### config.mk
export PLATFORM = sky130hd
export DESIGN_NAME = ifetch_unit_flat
export DESIGN_NICKNAME = d
export VERILOG_FILES = /design/src/rtl/ifetch_unit_if.sv /design/src/rtl/ifetch_unit.sv /design/src/flat_wrapper.sv
export SDC_FILE = /design/constraint.sdc
export NUM_CORES = 1
export LEC_CHECK = 0
export ABC_AREA = 1
export CORE_ASPECT_RATIO = 0.5
export CORE_UTILIZATION = 42
export CTS_BUF_LIST = sky130_fd_sc_hd__clkbuf_2
export DETAILED_ROUTE_END_ITERATION = 7
export MAX_ROUTING_LAYER = met4
export PLACE_DENSITY = 0.87
export SYNTH_ARGS = -nofsm -noshare
export SYNTH_HDL_FRONTEND = slang
export SYNTH_SLANG_ARGS = --single-unit
### constraint.sdc
create_clock -name clk -period 3.25 [get_ports clk]
set_input_delay 0.4875 -clock clk [delete_from_list [all_inputs] [get_ports clk]]
set_output_delay 0.4875 -clock clk [all_outputs]
set_load 0.05 [all_outputs]
### src/rtl/ifetch_unit_if.sv
// ifetch_unit_if: instruction-memory and control-side signals of the fetch unit.
interface ifetch_unit_if;
    logic        imem_req;
    logic [31:0] imem_addr;
    logic        imem_ack;
    logic [31:0] imem_rdata;
    logic [31:0] next_pc;
    logic        stall;
    logic [31:0] inst;
    logic [31:0] pc;
    logic        inst_valid;
    logic        fetch_err;
    modport master (
        output imem_req, imem_addr, inst, pc, inst_valid, fetch_err,
        input  imem_ack, imem_rdata, next_pc, stall
    );
    modport slave (
        input  imem_req, imem_addr, inst, pc, inst_valid, fetch_err,
        output imem_ack, imem_rdata, next_pc, stall
    );
endinterface

### src/rtl/ifetch_unit.sv
// ifetch_unit: REQ/EXEC/ERR instruction fetch FSM with sticky fault flag.
// Define IFETCH_TIMEOUT_EN to fault after TIMEOUT_CYCLES unacknowledged REQ cycles.
module ifetch_unit #(
    parameter logic [31:0] RESET_PC       = 32'h0000_0000,
    parameter int          TIMEOUT_CYCLES = 16
) (
    input  logic          clk,
    input  logic          rst_n,
    ifetch_unit_if.master bus
);
    typedef enum logic [1:0] {REQ, EXEC, ERR} state_t;
    state_t      state, state_nx;
    logic [31:0] pc_q, pc_nx, inst_q, inst_nx;

    if (TIMEOUT_CYCLES < 1 || TIMEOUT_CYCLES > 255) begin : g_bad_timeout
        $error("TIMEOUT_CYCLES must be in 1..255");
    end

`ifdef IFETCH_TIMEOUT_EN
    logic [7:0] cnt, cnt_nx;
`endif

    always_ff @(posedge clk or negedge rst_n) begin
        if (!rst_n) begin
            state  <= REQ;
            pc_q   <= RESET_PC;
            inst_q <= 32'h0000_0000;
`ifdef IFETCH_TIMEOUT_EN
            cnt    <= 8'd0;
`endif
        end else begin
            state  <= state_nx;
            pc_q   <= pc_nx;
            inst_q <= inst_nx;
`ifdef IFETCH_TIMEOUT_EN
            cnt    <= cnt_nx;
`endif
        end
    end

    always_comb begin
        state_nx = state;
        pc_nx    = pc_q;
        inst_nx  = inst_q;
`ifdef IFETCH_TIMEOUT_EN
        cnt_nx   = 8'd0;
`endif
        case (state)
            REQ: begin
                if (bus.imem_ack) begin
                    inst_nx  = bus.imem_rdata;
                    state_nx = EXEC;
                end
`ifdef IFETCH_TIMEOUT_EN
                else begin
                    cnt_nx   = cnt + 8'd1;
                    state_nx = (cnt_nx == 8'(TIMEOUT_CYCLES)) ? ERR : REQ;
                end
`endif
            end
            EXEC: begin
                if (!bus.stall) begin
                    // a misaligned target faults without disturbing pc
                    pc_nx    = (bus.next_pc[1:0] == 2'b00) ? bus.next_pc : pc_q;
                    state_nx = (bus.next_pc[1:0] == 2'b00) ? REQ : ERR;
                end
            end
            default: ;
        endcase
    end

    // the async reset already forces REQ, so the request is gated by rst_n directly
    assign bus.imem_req   = rst_n && (state == REQ);
    assign bus.inst_valid = rst_n && (state == EXEC);
    assign bus.fetch_err  = (state == ERR);
    assign bus.imem_addr  = pc_q;
    assign bus.pc         = pc_q;
    assign bus.inst       = inst_q;
endmodule

### src/flat_wrapper.sv
// flat-port wrapper written by rule: the top's interface ports become plain ports
module ifetch_unit_flat 
#(
    parameter logic [31:0] RESET_PC       = 32'h0000_0000,
    parameter int          TIMEOUT_CYCLES = 16
)
  (clk, rst_n, bus_imem_req, bus_imem_addr, bus_inst, bus_pc, bus_inst_valid, bus_fetch_err, bus_imem_ack, bus_imem_rdata, bus_next_pc, bus_stall);
  ifetch_unit_if bus_i ();
  input  logic clk;
  input  logic rst_n;
  output wire logic [$bits(bus_i.imem_req)-1:0] bus_imem_req;
  output wire logic [$bits(bus_i.imem_addr)-1:0] bus_imem_addr;
  output wire logic [$bits(bus_i.inst)-1:0] bus_inst;
  output wire logic [$bits(bus_i.pc)-1:0] bus_pc;
  output wire logic [$bits(bus_i.inst_valid)-1:0] bus_inst_valid;
  output wire logic [$bits(bus_i.fetch_err)-1:0] bus_fetch_err;
  input wire logic [$bits(bus_i.imem_ack)-1:0] bus_imem_ack;
  input wire logic [$bits(bus_i.imem_rdata)-1:0] bus_imem_rdata;
  input wire logic [$bits(bus_i.next_pc)-1:0] bus_next_pc;
  input wire logic [$bits(bus_i.stall)-1:0] bus_stall;
  assign bus_imem_req = bus_i.imem_req;
  assign bus_imem_addr = bus_i.imem_addr;
  assign bus_inst = bus_i.inst;
  assign bus_pc = bus_i.pc;
  assign bus_inst_valid = bus_i.inst_valid;
  assign bus_fetch_err = bus_i.fetch_err;
  assign bus_i.imem_ack = bus_imem_ack;
  assign bus_i.imem_rdata = bus_imem_rdata;
  assign bus_i.next_pc = bus_next_pc;
  assign bus_i.stall = bus_stall;
  ifetch_unit #(.RESET_PC(RESET_PC), .TIMEOUT_CYCLES(TIMEOUT_CYCLES)) u_core (.clk(clk), .rst_n(rst_n), .bus(bus_i));
endmodule
==> results of run 1 <==
## registers in the layout (all words and copies together), names as in the netlist
name / flops
u_core.bus.imem_addr: 32
u_core.state: 2
u_core.bus.inst: 32
## area by class of cell
type	count	area share
clock buffers	11	0.01250
well taps	92	0.02613
clock inverters	2	0.001704
repair buffers	170	0.3828
inverters	8	0.006816
multi-input cells	199	0.1951
flip-flops and latches	66	0.3749
## worst paths after layout
kind / endpoint / slack, ps
worst max-delay path: bus_inst_valid / 670
worst min-delay path: u_core.bus.inst[29]$_DFFE_PN0P_ / 150
worst max register to register: u_core.bus.imem_addr[4]$_DFFE_PN0P_ / 1360
worst min register to register: u_core.bus.inst[14]$_DFFE_PN0P_ / 500
max in group asynchronous: u_core.bus.imem_addr[8]$_DFFE_PN0P_ / 2570
min in group clk: u_core.bus.inst[7]$_DFFE_PN0P_ / 480
## critical path, delay by kind of cell (launching register included)
kind                   cells  cell delay (ps)
buffers and inverters      1              840
DFF                        1              490
and+or+nand+nor            1              240
## cell usage in the layout, fill, tap and decap left out
cell / n
o21ai_0: 1
nor2_1: 3
nor2_2: 1
clkinv_1: 2
inv_1: 5
nand3_2: 1
inv_2: 3
o211ai_1: 1
dfrtp_1: 66
nor3_1: 2
nand3_4: 1
clkdlybuf4s50_1: 165
nor2_4: 1
nand2_1: 158
clkbuf_2: 11
nand4_1: 30
buf_4: 4
buf_2: 1
## report_power, final
group          switching, uW  leakage, uW  internal, uW
combinational           40.5      0.00121          71.9
clock                    265    0.0000488          90.2
sequential                 0     0.000907           822
total                    306      0.00216           984
## cell families after synthesis
family / count (synthesis)
and+or+nand+nor: 197
AOI/OAI and AO/OA: 2
DFF: 66
buffers and inverters: 58
## per-stage QoR
stage | hold WS (ps) | total power [uW]
finish | 146.1 | 1289
global route | 171.0 | 1349
CTS | 154.9 | 1306
global placement | 460.8 | 948.2
floorplan | 191.9 | 848.5
detailed placement | 464.2 | 950.0
## synth_stat cells (all sizes together)
cell    count
buf        48
clkbuf      2
dfrtp      66
inv         8
nand2     158
nand3       2
nand4      30
nor2        5
nor3        2
o211ai      1
o21ai       1
## layer usage
layer	GRT usage	share of wire
met2	0.3815	0.53
met3	0.06861	0.048
met1	0.2315	0.39
met4	0.1018	0.035
met5	-	0
==> reports/qor.yml, run 1 <==
clk_latency_ps: 520
final_nets: 522
report.final.slew_viol_count: 0
cts_setup_buffers: 0
rows: 21
antenna_left: 0
cp_slowest_cell: "clkdlybuf4s50_1"
place_area_sq_um: 4343
fin_util: 0.6575
final_area_sq_um: 4405
die_x_microns: 119.7
drtIter0Drc: 149
syn-instance-count: 323
fin_tns_setup_ps: 0
io_pins: 167
endpoint_kind: "primary output"
cts_buffers: 9
worst_slack_ps: 673.2
max-cap-violations: 0
tightest_slew_ps: 808.7
cts_root_buffer: "clkbuf_2"
ctsResizeCount: 0
cp_max_fo: 5
grt_pass1_wl_mm: 11.50
synthXorXnorAreaFrac: 0
post-place-ws_ps: 981.8
irDropWorstVdd_v: 0.0001816
viasPerCell: 4.684
hold_viol_final: 0
max_slew_margin: 0.4609
cp_cell_sequence: "nor3_1, clkdlybuf4s50_1"
firstDrtPassIters: 4
arrival_ps: 2090
cts.sinks: 66
stdcell_count: 548
nFillCells: 526
fin_crit_ps: 2577
drive_above_1_share: 0.05044
die_h_microns: 60.88
synth-seq-area-share: 0.5673
synthAdderAreaFrac: 0
p_leak_uw: 0.002164
dp.cells: 535
fin_skew_ps: 25.38
dp_hpwl_mm: 5.472
fmax_mhz: 388.1
outcome: "completed"
cts_htree_levels: 3
worst_hold_path_type: "input port to async pin"
syn_to_final_growth_pct: 51.31
worst_ep_required_time_ps: 2760
io_buffers: 166
synth_nets: 391
rsz0062_at_grt: "no"
synth-simple-area-share: 0.2901
num_vias: 2567
antenna_found_initial: 0
yosysWarningCount: 0
initial_utilization: 0.4345
cp-startpoint: "u_core.state[1]$_DFFE_PN0P_"
reg2reg_from: "u_core.state[1]$_DFFE_PN0P_"
critical_path_class: "register to primary output"
reg2reg_depth: 5
dieArea_sq_um: 7289
yosys-mux-area-fraction: 0
setup_viol: 0
cp-start-kind: "register"
multi_input_area_sq_um: 859.6
seqCellArea_sq_um: 1652
synth_top_cell_area_share: 0.5673
drc: 0
gr-total-overflow: 0
cts_buffer_depth: 2
cts_tree: "done"
powerDensity_nw_per_um2: 292.7
syn-cell-area_sq_um: 2912
ys_ff_latch: 66
synth_top_area_cell: "dfrtp_1"
max_stage_delay_ps: 840
period_share: 0.7928
synth_top_family_by_area: "simple AND/OR/NAND/NOR gates"
syn_area_per_cell_sq_um: 9.014
ys_top_cells_by_area: "dfrtp_1, nand2_1, buf_4"
coreArea_sq_um: 6700
gp_congestion: 0.7532
diodes: 0
grt_usage: 0.2172
ys_types: 16
finalWirelength_mm: 7.644
grt_pass1_vias: 2450
clk_pin_slew_ps: 170
synth_compound_area_frac: 0.004297
hold_buffers: 0
wl_per_cell_microns: 13.95
grt_max_degree: 67
Note: power is estimated with default switching activity, not from simulation.
==> run 2, diff against run 1 <==
--- a/config.mk
+++ b/config.mk
@@ -7,11 +7,11 @@
 export LEC_CHECK = 0
 export ABC_AREA = 1
 export CORE_ASPECT_RATIO = 0.5
-export CORE_UTILIZATION = 42
+export CORE_UTILIZATION = 39
 export CTS_BUF_LIST = sky130_fd_sc_hd__clkbuf_2
 export DETAILED_ROUTE_END_ITERATION = 7
 export MAX_ROUTING_LAYER = met4
-export PLACE_DENSITY = 0.87
+export PLACE_DENSITY = 0.82
 export SYNTH_ARGS = -nofsm -noshare
 export SYNTH_HDL_FRONTEND = slang
 export SYNTH_SLANG_ARGS = --single-unit
==> constraint.sdc (replaced) <==
create_clock -name clk -period 2.7 [get_ports clk]
set_input_delay 0.405 -clock clk [delete_from_list [all_inputs] [get_ports clk]]
set_output_delay 0.405 -clock clk [all_outputs]
set_load 0.05 [all_outputs]
==> run 2 against run 1 <==
  * Wire length increased by 2.0%
  * Register-to-register slack got worse by 560 ps
  * Highest routed layer unchanged
  * Sequential share of layout area decreased by 0.57 points
  * Core utilization decreased by 1.3 points
  * Design area increased by 1.5%
  * Cell count increased by 0.73%
  * Non-clock buffer count increased by 1
  * First-iteration DRC count increased by 40%
==> reports/qor.yml, run 2 (synthesis gave the netlist of run 1 again) <==
io_pins: 167
cts.sinks: 66
worst_ep_required_time_ps: 2300
clock_power_share: 0.328
final_common_cell: "clkdlybuf4s50_1"
cts_htree_levels: 3
wl_per_cell_microns: 14.13
report.final.slew_viol_count: 0
seqPwrFrac: 0.591
final_area_sq_um: 4473
switching_share: 0.2268
die_h_microns: 63.10
antenna_left: 0
grt_pass1_vias: 2596
gr-total-overflow: 0
irDropWorstVdd_v: 0.0002126
cp_max_fo: 5
grt_usage: 0.2225
period_share: 0.8833
clk_latency_ps: 480
outcome: "completed"
cp-start-kind: "register"
grt_max_degree: 67
grt_pass1_wl_mm: 12.80
setup_viol: 0
worstReg2RegEnd: "u_core.bus.imem_addr[20]$_DFFE_PN0P_"
p_total_uw: 1674
syn_to_final_growth_pct: 53.63
antenna_found_initial: 0
viasPerCell: 4.654
p_int_uw: 1295
final_nets: 523
gp_congestion: 0.7635
endpoint_kind: "primary output"
mostFrequentLayoutCells: "clkdlybuf4s50_1, nand2_1, dfrtp_1"
drtIter0Drc: 208
max_slew_margin: 0.4592
dieArea_sq_um: 7836
critical_path_class: "register to primary output"
hold_buffers: 0
reg2reg_slack_ps: 800
tightest_slew_ps: 811.3
max-cap-violations: 0
combPwrFrac: 0.081
p_leak_uw: 0.002200
fin_skew_ps: 16.89
rsz0062_at_grt: "no"
hold_viol_final: 0
drc: 0
powerDensity_nw_per_um2: 374.3
rows: 21
fmax_mhz: 419.3
coreArea_sq_um: 6937
cts_buffers: 9
reg2reg_from: "u_core.state[1]$_DFFE_PN0P_"
fin_util: 0.6448
cts_buffer_depth: 2
clk_pin_slew_ps: 170
switchingPower_uw: 379.7
fin_tns_setup_ps: 0
whs_ps: 121.7
finalWirelength_mm: 7.798
dp_hpwl_mm: 5.511
io_buffers: 166
fin_crit_ps: 2385
reg2reg_depth: 5
firstDrtPassIters: 4
die_x_microns: 124.2
ctsResizeCount: 0
num_vias: 2569
cts_setup_buffers: 0
diodes: 0
cts_tree: "done"
place_area_sq_um: 4370
initial_utilization: 0.4197
arrival_ps: 1980
cts_root_buffer: "clkbuf_2"
worst_hold_path_type: "input port to async pin"
drive_above_1_share: 0.06304
[run 2: cell types whose count changed in the layout (fill, tap and decap cells not counted)]
| cell | delta |
|---|---|
| buf_4 | +1 |
| buf_12 | +2 |
| clkbuf_2 | +1 |
| clkdlybuf4s50_1 | -2 |
| bufinv_16 | +1 |
| clkinv_2 | +1 |
[run 2: layer usage]
layer	track usage	share of wire
met5	-	0
met3	0.06250	0.039
met4	0.09375	0.026
met2	0.3688	0.53
met1	0.2526	0.40
[run 2: critical path, stage by stage (launching register included)]
cell and delay [ps]:
dfrtp_1 500, inv_2 100, nor2_1 100, clkdlybuf4s50_1 820
[run 2: metrics by stage]
step	worst slack (ps)	std cells
2_1_floorplan	754.8	323
3_3_place_gp	788.4	536
3_5_place_dp	744.6	536
4_1_cts	244.5	552
5_1_grt	197.7	552
6_report	315.2	552
[run 2: power by group through the flow]
stage | Clock, uW | Sequential (uW) | Combinational (uW)
final | 549 | 989 | 136
after global routing | 617 | 990 | 147
after CTS | 577 | 989 | 137
after detailed placement | 0 | 1010 | 137
after global placement | 0 | 1010 | 135
after floorplan | 0 | 1010 | 13.9
[run 2: worst max-delay path by stage]
| stage | start | end | slack, ps | cells past startpoint |
|---|---|---|---|---|
| 2_1_floorplan | u_core.state[1]$_DFFE_PN0P_ | bus_inst_valid | 750 | 1 |
| 6_report | u_core.state[1]$_DFFE_PN0P_ | bus_fetch_err | 320 | 3 |
| 3_5_place_dp | bus_next_pc[1] | u_core.bus.imem_addr[15]$_DFFE_PN0P_ | 740 | 5 |
| 4_1_cts | u_core.state[1]$_DFFE_PN0P_ | bus_fetch_err | 240 | 3 |
| 5_1_grt | u_core.state[1]$_DFFE_PN0P_ | bus_fetch_err | 200 | 3 |
| 3_3_place_gp | bus_next_pc[1] | u_core.bus.imem_addr[0]$_DFFE_PN0P_ | 790 | 5 |
[run 2: area by class of cell]
cell class              instances  area (sq um)
well taps                      92         115.1
fillers                       591          2464
clock buffers                  12         60.06
repair buffers                171          1714
clock inverters                 4         42.54
inverters                       8         30.03
multi-input cells             199         859.6
flip-flops and latches         66          1652
